`config.mk`:
```
export PLATFORM = sky130hd
export DESIGN_NAME = id_stage
export DESIGN_NICKNAME = d
export VERILOG_FILES = /design/src/rtl/arm_pkg.sv /design/src/rtl/id_control_decode.sv /design/src/rtl/id_stage.sv
export SDC_FILE = /design/constraint.sdc
export NUM_CORES = 1
export LEC_CHECK = 0
export ABC_AREA = 1
export CELL_PAD_IN_SITES_DETAIL_PLACEMENT = 1
export CELL_PAD_IN_SITES_GLOBAL_PLACEMENT = 2
export CORE_MARGIN = 10
export CORE_UTILIZATION = 25
export CTS_BUF_LIST = sky130_fd_sc_hd__clkbuf_2
export CTS_CLUSTER_SIZE = 8
export DETAILED_ROUTE_END_ITERATION = 16
export HOLD_SLACK_MARGIN = 0.1
export PLACE_DENSITY = 0.85
export RECOVER_POWER = 25
export SKIP_LAST_GASP = 1
export SLEW_MARGIN = 20
export SYNTH_ARGS = -nofsm -noshare
export SYNTH_HDL_FRONTEND = slang
export SYNTH_HIERARCHICAL = 1
export SYNTH_SLANG_ARGS = --single-unit
```
`constraint.sdc`:
```
create_clock -name clk -period 3.85 [get_ports clk]
set_input_delay 0.77 -clock clk [delete_from_list [all_inputs] [get_ports clk]]
set_output_delay 0.77 -clock clk [all_outputs]
set_load 0.01 [all_outputs]
```
`src/rtl/arm_pkg.sv`:
```
// Shared decode definitions for the ARM decode stage: instruction modes,
// data-processing opcodes, ALU command encoding and the control bundle.
package arm_pkg;

  localparam logic [1:0] MODE_DP  = 2'b00;
  localparam logic [1:0] MODE_MEM = 2'b01;
  localparam logic [1:0] MODE_BR  = 2'b10;

  localparam logic [3:0] OP_AND = 4'b0000;
  localparam logic [3:0] OP_EOR = 4'b0001;
  localparam logic [3:0] OP_SUB = 4'b0010;
  localparam logic [3:0] OP_ADD = 4'b0100;
  localparam logic [3:0] OP_ADC = 4'b0101;
  localparam logic [3:0] OP_SBC = 4'b0110;
  localparam logic [3:0] OP_TST = 4'b1000;
  localparam logic [3:0] OP_CMP = 4'b1010;
  localparam logic [3:0] OP_ORR = 4'b1100;
  localparam logic [3:0] OP_MOV = 4'b1101;
  localparam logic [3:0] OP_MVN = 4'b1111;

  typedef enum logic [3:0] {
    EXE_NOP = 4'b0000,
    EXE_MOV = 4'b0001,
    EXE_ADD = 4'b0010,
    EXE_ADC = 4'b0011,
    EXE_SUB = 4'b0100,
    EXE_SBC = 4'b0101,
    EXE_AND = 4'b0110,
    EXE_ORR = 4'b0111,
    EXE_EOR = 4'b1000,
    EXE_MVN = 4'b1001
  } exe_cmd_t;

  // Compare/test and memory address generation reuse the arithmetic/logic commands.
  localparam exe_cmd_t EXE_CMP  = EXE_SUB;
  localparam exe_cmd_t EXE_TST  = EXE_AND;
  localparam exe_cmd_t EXE_LDST = EXE_ADD;

  typedef struct packed {
    exe_cmd_t exe_cmd;
    logic     wb_en;
    logic     mem_r;
    logic     mem_w;
    logic     b;
    logic     s;
    logic     imm;
  } ctrl_t;

  function automatic exe_cmd_t dp_cmd(input logic [3:0] op);
    case (op)
      OP_MOV:  dp_cmd = EXE_MOV;
      OP_MVN:  dp_cmd = EXE_MVN;
      OP_ADD:  dp_cmd = EXE_ADD;
      OP_ADC:  dp_cmd = EXE_ADC;
      OP_SUB:  dp_cmd = EXE_SUB;
      OP_SBC:  dp_cmd = EXE_SBC;
      OP_AND:  dp_cmd = EXE_AND;
      OP_ORR:  dp_cmd = EXE_ORR;
      OP_EOR:  dp_cmd = EXE_EOR;
      OP_CMP:  dp_cmd = EXE_CMP;
      OP_TST:  dp_cmd = EXE_TST;
      default: dp_cmd = EXE_NOP;
    endcase
  endfunction

endpackage

```
`src/rtl/id_control_decode.sv`:
```
// Combinational instruction-field decode: control bundle, source-register use
// and the port-B read address (Rd for stores so the store data is fetched).
module id_control_decode
  import arm_pkg::*;
#(
  parameter int RADDR = 4
) (
  input  logic [1:0]       i_mode,
  input  logic             i_imm,
  input  logic [3:0]       i_opcode,
  input  logic             i_s,
  input  logic [RADDR-1:0] i_rd,
  input  logic [RADDR-1:0] i_rm,
  output ctrl_t            o_ctrl,
  output logic             o_uses_rn,
  output logic             o_uses_rm,
  output logic [RADDR-1:0] o_rm_addr
);

  always_comb begin
    o_ctrl    = '0;
    o_uses_rn = 1'b0;
    o_uses_rm = 1'b0;
    o_rm_addr = i_rm;
    case (i_mode)
      MODE_DP: begin
        o_ctrl.exe_cmd = dp_cmd(i_opcode);
        o_ctrl.wb_en   = (i_opcode != OP_CMP) && (i_opcode != OP_TST);
        o_ctrl.s       = i_s;
        o_ctrl.imm     = i_imm;
        o_uses_rn      = (i_opcode != OP_MOV) && (i_opcode != OP_MVN);
        o_uses_rm      = ~i_imm;
      end
      MODE_MEM: begin
        // The S position is the load/store bit for memory instructions.
        o_ctrl.exe_cmd = EXE_LDST;
        o_ctrl.mem_r   = i_s;
        o_ctrl.mem_w   = ~i_s;
        o_ctrl.wb_en   = i_s;
        o_ctrl.imm     = i_imm;
        o_uses_rn      = 1'b1;
        o_uses_rm      = ~i_s;
        o_rm_addr      = i_s ? i_rm : i_rd;
      end
      MODE_BR: begin
        o_ctrl.b = 1'b1;
      end
      default: begin
        o_ctrl = '0;
      end
    endcase
  end

endmodule

```
`src/rtl/id_stage.sv`:
```
// ARM decode stage: IF/ID register, register-file read addressing, RAW hazard
// detection against EX/MEM, IF stall / bubble insertion and the ID/EX register.
module id_stage
  import arm_pkg::*;
#(
  parameter int XLEN  = 32,
  parameter int RADDR = 4
) (
  input  logic             clk,
  input  logic             rst,
  input  logic             if_valid,
  input  logic [31:0]      if_instr,
  input  logic [XLEN-1:0]  if_pc,
  output logic             id_stall,
  input  logic             branch_taken,
  output logic [RADDR-1:0] rn_addr,
  output logic [RADDR-1:0] rm_addr,
  input  logic [XLEN-1:0]  rn_val,
  input  logic [XLEN-1:0]  rm_val,
  input  logic             ex_wb_en,
  input  logic [RADDR-1:0] ex_dest,
  input  logic             mem_wb_en,
  input  logic [RADDR-1:0] mem_dest,
  output logic             idex_valid,
  output logic [XLEN-1:0]  idex_pc,
  output logic [XLEN-1:0]  idex_rn_val,
  output logic [XLEN-1:0]  idex_rm_val,
  output logic [RADDR-1:0] idex_dest,
  output logic [3:0]       idex_exe_cmd,
  output logic             idex_wb_en,
  output logic             idex_mem_r,
  output logic             idex_mem_w,
  output logic             idex_b,
  output logic             idex_s,
  output logic             idex_imm,
  output logic [11:0]      idex_shift,
  output logic [23:0]      idex_imm24,
  output logic [3:0]       idex_cond
);

  typedef struct packed {
    logic             valid;
    logic [XLEN-1:0]  pc;
    logic [XLEN-1:0]  rn_val;
    logic [XLEN-1:0]  rm_val;
    logic [RADDR-1:0] dest;
    ctrl_t            ctrl;
    logic [11:0]      shift;
    logic [23:0]      imm24;
    logic [3:0]       cond;
  } idex_t;

  logic            r_ifid_valid;
  logic [31:0]     r_ifid_instr;
  logic [XLEN-1:0] r_ifid_pc;
  idex_t           r_idex;
  idex_t           w_idex_dec;
  ctrl_t           w_ctrl;
  logic            w_uses_rn;
  logic            w_uses_rm;
  logic            w_rn_hit;
  logic            w_rm_hit;
  logic            w_hazard;

  assign rn_addr = r_ifid_instr[16 +: RADDR];

  id_control_decode #(.RADDR(RADDR)) u_decode (
    .i_mode    (r_ifid_instr[27:26]),
    .i_imm     (r_ifid_instr[25]),
    .i_opcode  (r_ifid_instr[24:21]),
    .i_s       (r_ifid_instr[20]),
    .i_rd      (r_ifid_instr[12 +: RADDR]),
    .i_rm      (r_ifid_instr[0 +: RADDR]),
    .o_ctrl    (w_ctrl),
    .o_uses_rn (w_uses_rn),
    .o_uses_rm (w_uses_rm),
    .o_rm_addr (rm_addr)
  );

  // WB is not checked: the register file writes on negedge, so a same-cycle read is already current.
  assign w_rn_hit = (ex_wb_en && (ex_dest == rn_addr)) || (mem_wb_en && (mem_dest == rn_addr));
  assign w_rm_hit = (ex_wb_en && (ex_dest == rm_addr)) || (mem_wb_en && (mem_dest == rm_addr));
  assign w_hazard = r_ifid_valid && ((w_uses_rn && w_rn_hit) || (w_uses_rm && w_rm_hit));
  assign id_stall = w_hazard && !branch_taken;

  always_comb begin
    w_idex_dec = '0;
    if (r_ifid_valid) begin
      w_idex_dec.valid  = 1'b1;
      w_idex_dec.pc     = r_ifid_pc;
      w_idex_dec.rn_val = rn_val;
      w_idex_dec.rm_val = rm_val;
      w_idex_dec.dest   = r_ifid_instr[12 +: RADDR];
      w_idex_dec.ctrl   = w_ctrl;
      w_idex_dec.shift  = r_ifid_instr[11:0];
      w_idex_dec.imm24  = r_ifid_instr[23:0];
      w_idex_dec.cond   = r_ifid_instr[31:28];
    end else begin
      w_idex_dec = '0;
    end
  end

  always_ff @(posedge clk) begin
    if (!rst) begin
      r_ifid_valid <= 1'b0;
      r_ifid_instr <= '0;
      r_ifid_pc    <= '0;
      r_idex       <= '0;
    end else if (branch_taken) begin
      r_ifid_valid <= 1'b0;
      r_idex       <= '0;
    end else if (w_hazard) begin
      r_idex       <= '0;
    end else begin
      r_ifid_valid <= if_valid;
      r_ifid_instr <= if_instr;
      r_ifid_pc    <= if_pc;
      r_idex       <= w_idex_dec;
    end
  end

  assign idex_valid   = r_idex.valid;
  assign idex_pc      = r_idex.pc;
  assign idex_rn_val  = r_idex.rn_val;
  assign idex_rm_val  = r_idex.rm_val;
  assign idex_dest    = r_idex.dest;
  assign idex_exe_cmd = r_idex.ctrl.exe_cmd;
  assign idex_wb_en   = r_idex.ctrl.wb_en;
  assign idex_mem_r   = r_idex.ctrl.mem_r;
  assign idex_mem_w   = r_idex.ctrl.mem_w;
  assign idex_b       = r_idex.ctrl.b;
  assign idex_s       = r_idex.ctrl.s;
  assign idex_imm     = r_idex.ctrl.imm;
  assign idex_shift   = r_idex.shift;
  assign idex_imm24   = r_idex.imm24;
  assign idex_cond    = r_idex.cond;

endmodule
```
# [Word level (Yosys, flattened, before mapping)]
# Memories as Yosys holds them, arrays and structs flattened. A register that Yosys moved wholly into a read port is not among the register bits.
# Index checks and enable logic that the tools add are counted.
[word_totals] rom_bits=64 regBits=216 output_inout_bits=160 elab_cells=73 inputBits=142 n_memories=1
[mem_list] memory="(no name shown)" depth=16 width=4 rd=1 rd_ports_with_merged_regs=1 wr=0 line="arm_pkg.sv:50" rtl="case (op)"
[classes] n_eq_ne=10 n_reduce_logical=23 n_bitwise=9 mux=12
[op_table] operator="151-bit 2-to-1 mux" count=1
[op_table] operator="4-bit == test" count=4
[op_table] operator="4-bit 2-to-1 mux" count=4
[op_table] operator="4-bit != test (second input constant)" count=4
[op_table] operator="5-bit OR reduction" count=3
[op_table] operator="1-bit logical AND" count=10
[op_table] operator="5-bit case mux with 2 select lines" count=1
[op_table] operator="1-bit inverter" count=9
[op_table] operator="1-bit case mux with 2 select lines" count=2
[op_table] operator="2-bit OR reduction" count=2
[op_table] operator="4-bit OR reduction" count=1
[op_table] operator="1-bit logical OR" count=3
[op_table] operator="1-bit 2-to-1 mux" count=3
[op_table] operator="3-bit OR reduction" count=1
[op_table] operator="2-bit by 1-bit == test with 1-bit output (second input constant)" count=1
[op_table] operator="2-bit == test (second input constant)" count=1
[op_table] operator="2-bit logical NOT" count=1
[op_table] operator="2-bit 2-to-1 mux" count=1
[op_table] operator="2-bit AND reduction" count=1
[op_table] operator="1-bit logical NOT" count=1

# [Logic depth before layout (Yosys ltp)]
[depth] depth_word=12 mapped_depth=19 mapped_depth_nobuf=17

# [Cells and area by module]
# The synthesis kept the hierarchy.
[modules_own_cells] mod="id_stage" area_each_um2=7089.3 cells_per_inst=932 instances=1
[modules_own_cells] mod="id_control_decode" area_each_um2=312.8 cells_per_inst=61 instances=1

# [Worst setup path after synthesis]
# Ideal clock, no wire load.
[synth_timing] path_kind="flip-flop to output port" start="register r_ifid_instr[26]" end="output id_stall" stages_incl_launch_ff=17 setup_slack_ps=1232 required_ps=3080 t_arrival_ps=1848 path_cell_list="dfxtp_1 > nand3_4 > inv_4 > nand2_1 > nand2_1 > inv_1 > nand2_1 > nand2_1 > nor2_1 > nand3_1 > nand2_1 > nand2_1 > nand2_1 > nand2_2 > buf_2 > buf_2 > nor2_1"
[synth_between] elab_chain_cells=9 word_cells_on_any_way=15 classes_between="eq/ne (3); mux (3); reduce/logical (9)"
[synth_rtl] element="from (decl)" line="id_stage.sv:54" rtl="logic [31:0] r_ifid_instr;"
[synth_rtl] element="from (signal assigned)" line="id_stage.sv:116" rtl="r_ifid_instr <= if_instr;"
[synth_rtl] element="2-bit by 1-bit == test with 1-bit output *" line="id_control_decode.sv:25" rtl="case (i_mode)"
[synth_rtl] element="4-bit 2-to-1 mux *" line="id_control_decode.sv:25"
[synth_rtl] element="via rm_addr[1]" line="id_stage.sv:17" rtl="output logic [RADDR-1:0] rm_addr,"
[synth_rtl] element="4-bit == test" line="id_stage.sv:82" rtl="assign w_rm_hit = (ex_wb_en && (ex_dest == rm_addr)) || (mem_wb_en && (mem_dest == rm_addr));"
[synth_rtl] element="1-bit logical AND" line="id_stage.sv:82"
[synth_rtl] element="1-bit logical OR *" line="id_stage.sv:82"
[synth_rtl] element="1-bit logical AND *" line="id_stage.sv:83" rtl="assign w_hazard = r_ifid_valid && ((w_uses_rn && w_rn_hit) || (w_uses_rm && w_rm_hit));"
[synth_rtl] element="1-bit logical OR *" line="id_stage.sv:83"
[synth_rtl] element="1-bit logical AND *" line="id_stage.sv:83"
[synth_rtl] element="1-bit logical AND *" line="id_stage.sv:84" rtl="assign id_stall = w_hazard && !branch_taken;"
[synth_rtl] element="to (decl)" line="id_stage.sv:14" rtl="output logic id_stall,"
# The timed path passes the listed nets; every way through them passes the cells marked *.

# [Final worst setup path]
[layout_timing] start="register r_ifid_instr[27]" end="output id_stall"
[layout_between] elab_chain_cells=9 word_cells_on_any_way=15 classes_between="eq/ne (3); mux (3); reduce/logical (9)"
[layout_rtl] element="2-bit by 1-bit == test with 1-bit output" line="id_control_decode.sv:25"
[layout_rtl] element="4-bit 2-to-1 mux" line="id_control_decode.sv:25"
[layout_rtl] element="4-bit == test" line="id_stage.sv:82"
[layout_rtl] element="1-bit logical AND" line="id_stage.sv:82"
[layout_rtl] element="1-bit logical OR" line="id_stage.sv:82"
[layout_rtl] element="1-bit logical AND" line="id_stage.sv:83"
[layout_rtl] element="1-bit logical OR *" line="id_stage.sv:83"
[layout_rtl] element="1-bit logical AND *" line="id_stage.sv:83"
[layout_rtl] element="1-bit logical AND *" line="id_stage.sv:84"
# Mark *: on every way between the ends. The rest lies on a longest branch, timed or not.

==> run metrics <==
CTS Buffer Depth 2; Critical Path End Type output pin; CTS Sinks 200; CTS tree done; chip height about 190 um; Mapped Cells about 990; Core Rows 62; drt via density around 4; Worst-Skew Late Latency between 700 and 800 ps; met2 routed WL 11.8 mm; metal3 WL 2.44 mm; top routing layer used met5; number of synthesized register bits 200; final setup skew 50.3 ps; root buffer cell clkbuf_2; total iterations of the first detailed-routing run 4; mapped cell area 7400 um^2; initial antenna violation count 5; Final min period 3360 ps; number of nets still failing antenna checks after routing 0; Final Cycle Share 0.872; Slew Viols, Final 0; Highest Clock Rate 0.298 GHz; Synth Net Count 1140; top cells by area, synth dfxtp_1, nor2_1, inv_1; Hold Vio Cnt, Final 0; Post-DP HPWL ~19 mm; yosys warns 6; final worst slack a little under 500 ps; Leakage just over 5 nW; nets@finish 1400; CP Max Fanout 6; cell taking the most area after synthesis dfxtp_1; initial DRC count 174; Final Non-Filler Cells 1653; Final Wtd Congestion 0.784; # DRC 0; relative max-transition margin 0.0385; Post-Route WL about 25 mm; Least-Margin Pin Slew 1440 ps; Cell Pwr Density ~350 nW/um^2; Finish-stage setup viols 0; die area 36900 um^2; H-tree Lvls 4; Min-Delay Path Class reg2reg; RSZ-0062 raised after global routing false; Initial Utilization 0.256; number of global-route vias before repair 6950; setup TNS 0 ps; Tot GR Track Use 0.134; area growth from synthesis to layout 47.2%; DIE WIDTH ~190 um; Worst VDD drop 0.184 mV; maxcap violations 0; I/O Buffers ~300; first-pass GRT wire length a little under 40 mm; Critical Path RT slightly above 3000 ps; I/O Pins ~300; top-area cell type share of the netlist area 0.541; post-synthesis sequential area ratio 0.541; share of post-route cells with drive strength above 1 0.0466; Crit Path Class reg2out; total gr overflow 0; CORE AREA 28900 um^2; Mean Syn Cell Area 7.45 um^2; total number of vias ~6700; Placed Cells 1616; largest net degree at the start of global routing 130; cts bufs inserted 17; Worst-path clk slew 320 ps; post-layout util 0.376; post-synth cell types 22; pre-CTS setup slack ~330 ps; status finished clean; crit start category flop; WP data arrival 2590 ps; routed length on met1 ~11 mm; Routed WL per cell 15.3 um
-- synthesized netlist by cell type --
cell and count:
a21oi_1 66, buf_1 2, buf_2 19, buf_4 21, buf_6 5, clkbuf_1 22, dfxtp_1 200, ha_1 5
inv_1 218, inv_2 3, inv_4 1, nand2_1 122, nand2_2 1, nand3_1 72, nand3_4 1, nand4_2 1
nor2_1 221, nor2_2 1, nor3_2 1, o21ai_0 1, o21ai_1 6, xnor2_1 4
-- report_power, final --
part	internal (W)	switching [W]	total, W
Sequential	0.00214	0.0000441	0.00219
Combinational	0.000255	0.000222	0.000477
Clock	0.000287	0.000842	0.00113
-- layer usage --
metal	vias up	GRT usage
met1	3098	0.154
met2	194	0.225
met5	-	0
li1	3388	-
met3	19	0.0557
met4	4	0.0346
-- per-stage QoR --
stage	hold slack (ps)	total power, W	cell area (um^2)
floorplan	408	0.00245	7400
global placement	410	0.00270	10600
detailed placement	419	0.00271	10600
CTS	323	0.00389	10900
global route	280	0.00404	10900
finish	401	0.00379	10900
-- cell families after synthesis --
| group | share of synthesized area |
|---|---|
| xor+xnor | 0.00473 |
| buf+inv | 0.167 |
| fa+ha+maj | 0.00845 |
| compound gates | 0.0494 |
| flops | 0.541 |
| simple gates | 0.230 |
-- timing repair --
action | 4_1_cts | 5_1_grt
setup endpoints to repair | 1 | 1
hold buffers | 0 | 0
gates resized for setup | 6 | 4
buffers inserted | 1 | 1
-- layout make-up --
| cell class | count | area, um^2 |
|---|---|---|
| clock inverter | 14 | 178 |
| clock buffer | 18 | 90.1 |
| multi-input combinational | 502 | 2180 |
| inverter | 222 | 838 |
| sequential | 200 | 4010 |
| fill | 3539 | 18000 |
| timing repair buffer | 310 | 3110 |
| antenna | 3 | 7.51 |
| tap | 384 | 480 |
-- worst paths after layout --
path,slack [ps],startpoint,endpoint,depth (start not counted)
setup / recovery,490,r_ifid_instr[27],id_stall,16
hold / removal,400,r_ifid_pc[5],idex_pc[5],2
setup reg to reg,710,r_ifid_instr[27],r_ifid_pc[2],17
hold reg to reg,400,r_ifid_pc[5],idex_pc[5],2
-- state kept, by name (all words and copies together), names as in the netlist, 3 cells and up --
signal,cells
idex_imm24,10
idex_cond,4
idex_rn_val,32
r_ifid_instr,32
r_ifid_pc,32
idex_shift,11
idex_pc,32
idex_rm_val,32
idex_exe_cmd,4
idex_dest,3
-- cell usage in the layout (no fill, tap or decap), drive strengths merged --
cell type        n
nand3           73
nor2           222
clkbuf          20
clkdlybuf4s50  264
buf              9
clkinvlp         1
xnor2            4
dlygate4sd3     35
inv            230
dfxtp          200
nor3             1
nand2          123
diode            3
nand4            1
o21ai            7
a21oi           66
ha               5
clkinv           4
bufinv           1
-- critical path, stage by stage (launching register included) --
cell	delay (ps)
dfxtp_2	420
inv_2	100
nand3_4	120
inv_4	90
nand2_1	60
nand2_2	110
inv_1	70
nand2_1	60
nand2_1	50
nor2_1	110
nand3_1	80
nand2_1	60
nand2_1	60
nand2_2	140
nand2_4	90
nor2_1	90
clkbuf_2	140
Power figures use the tool's default switching activity.
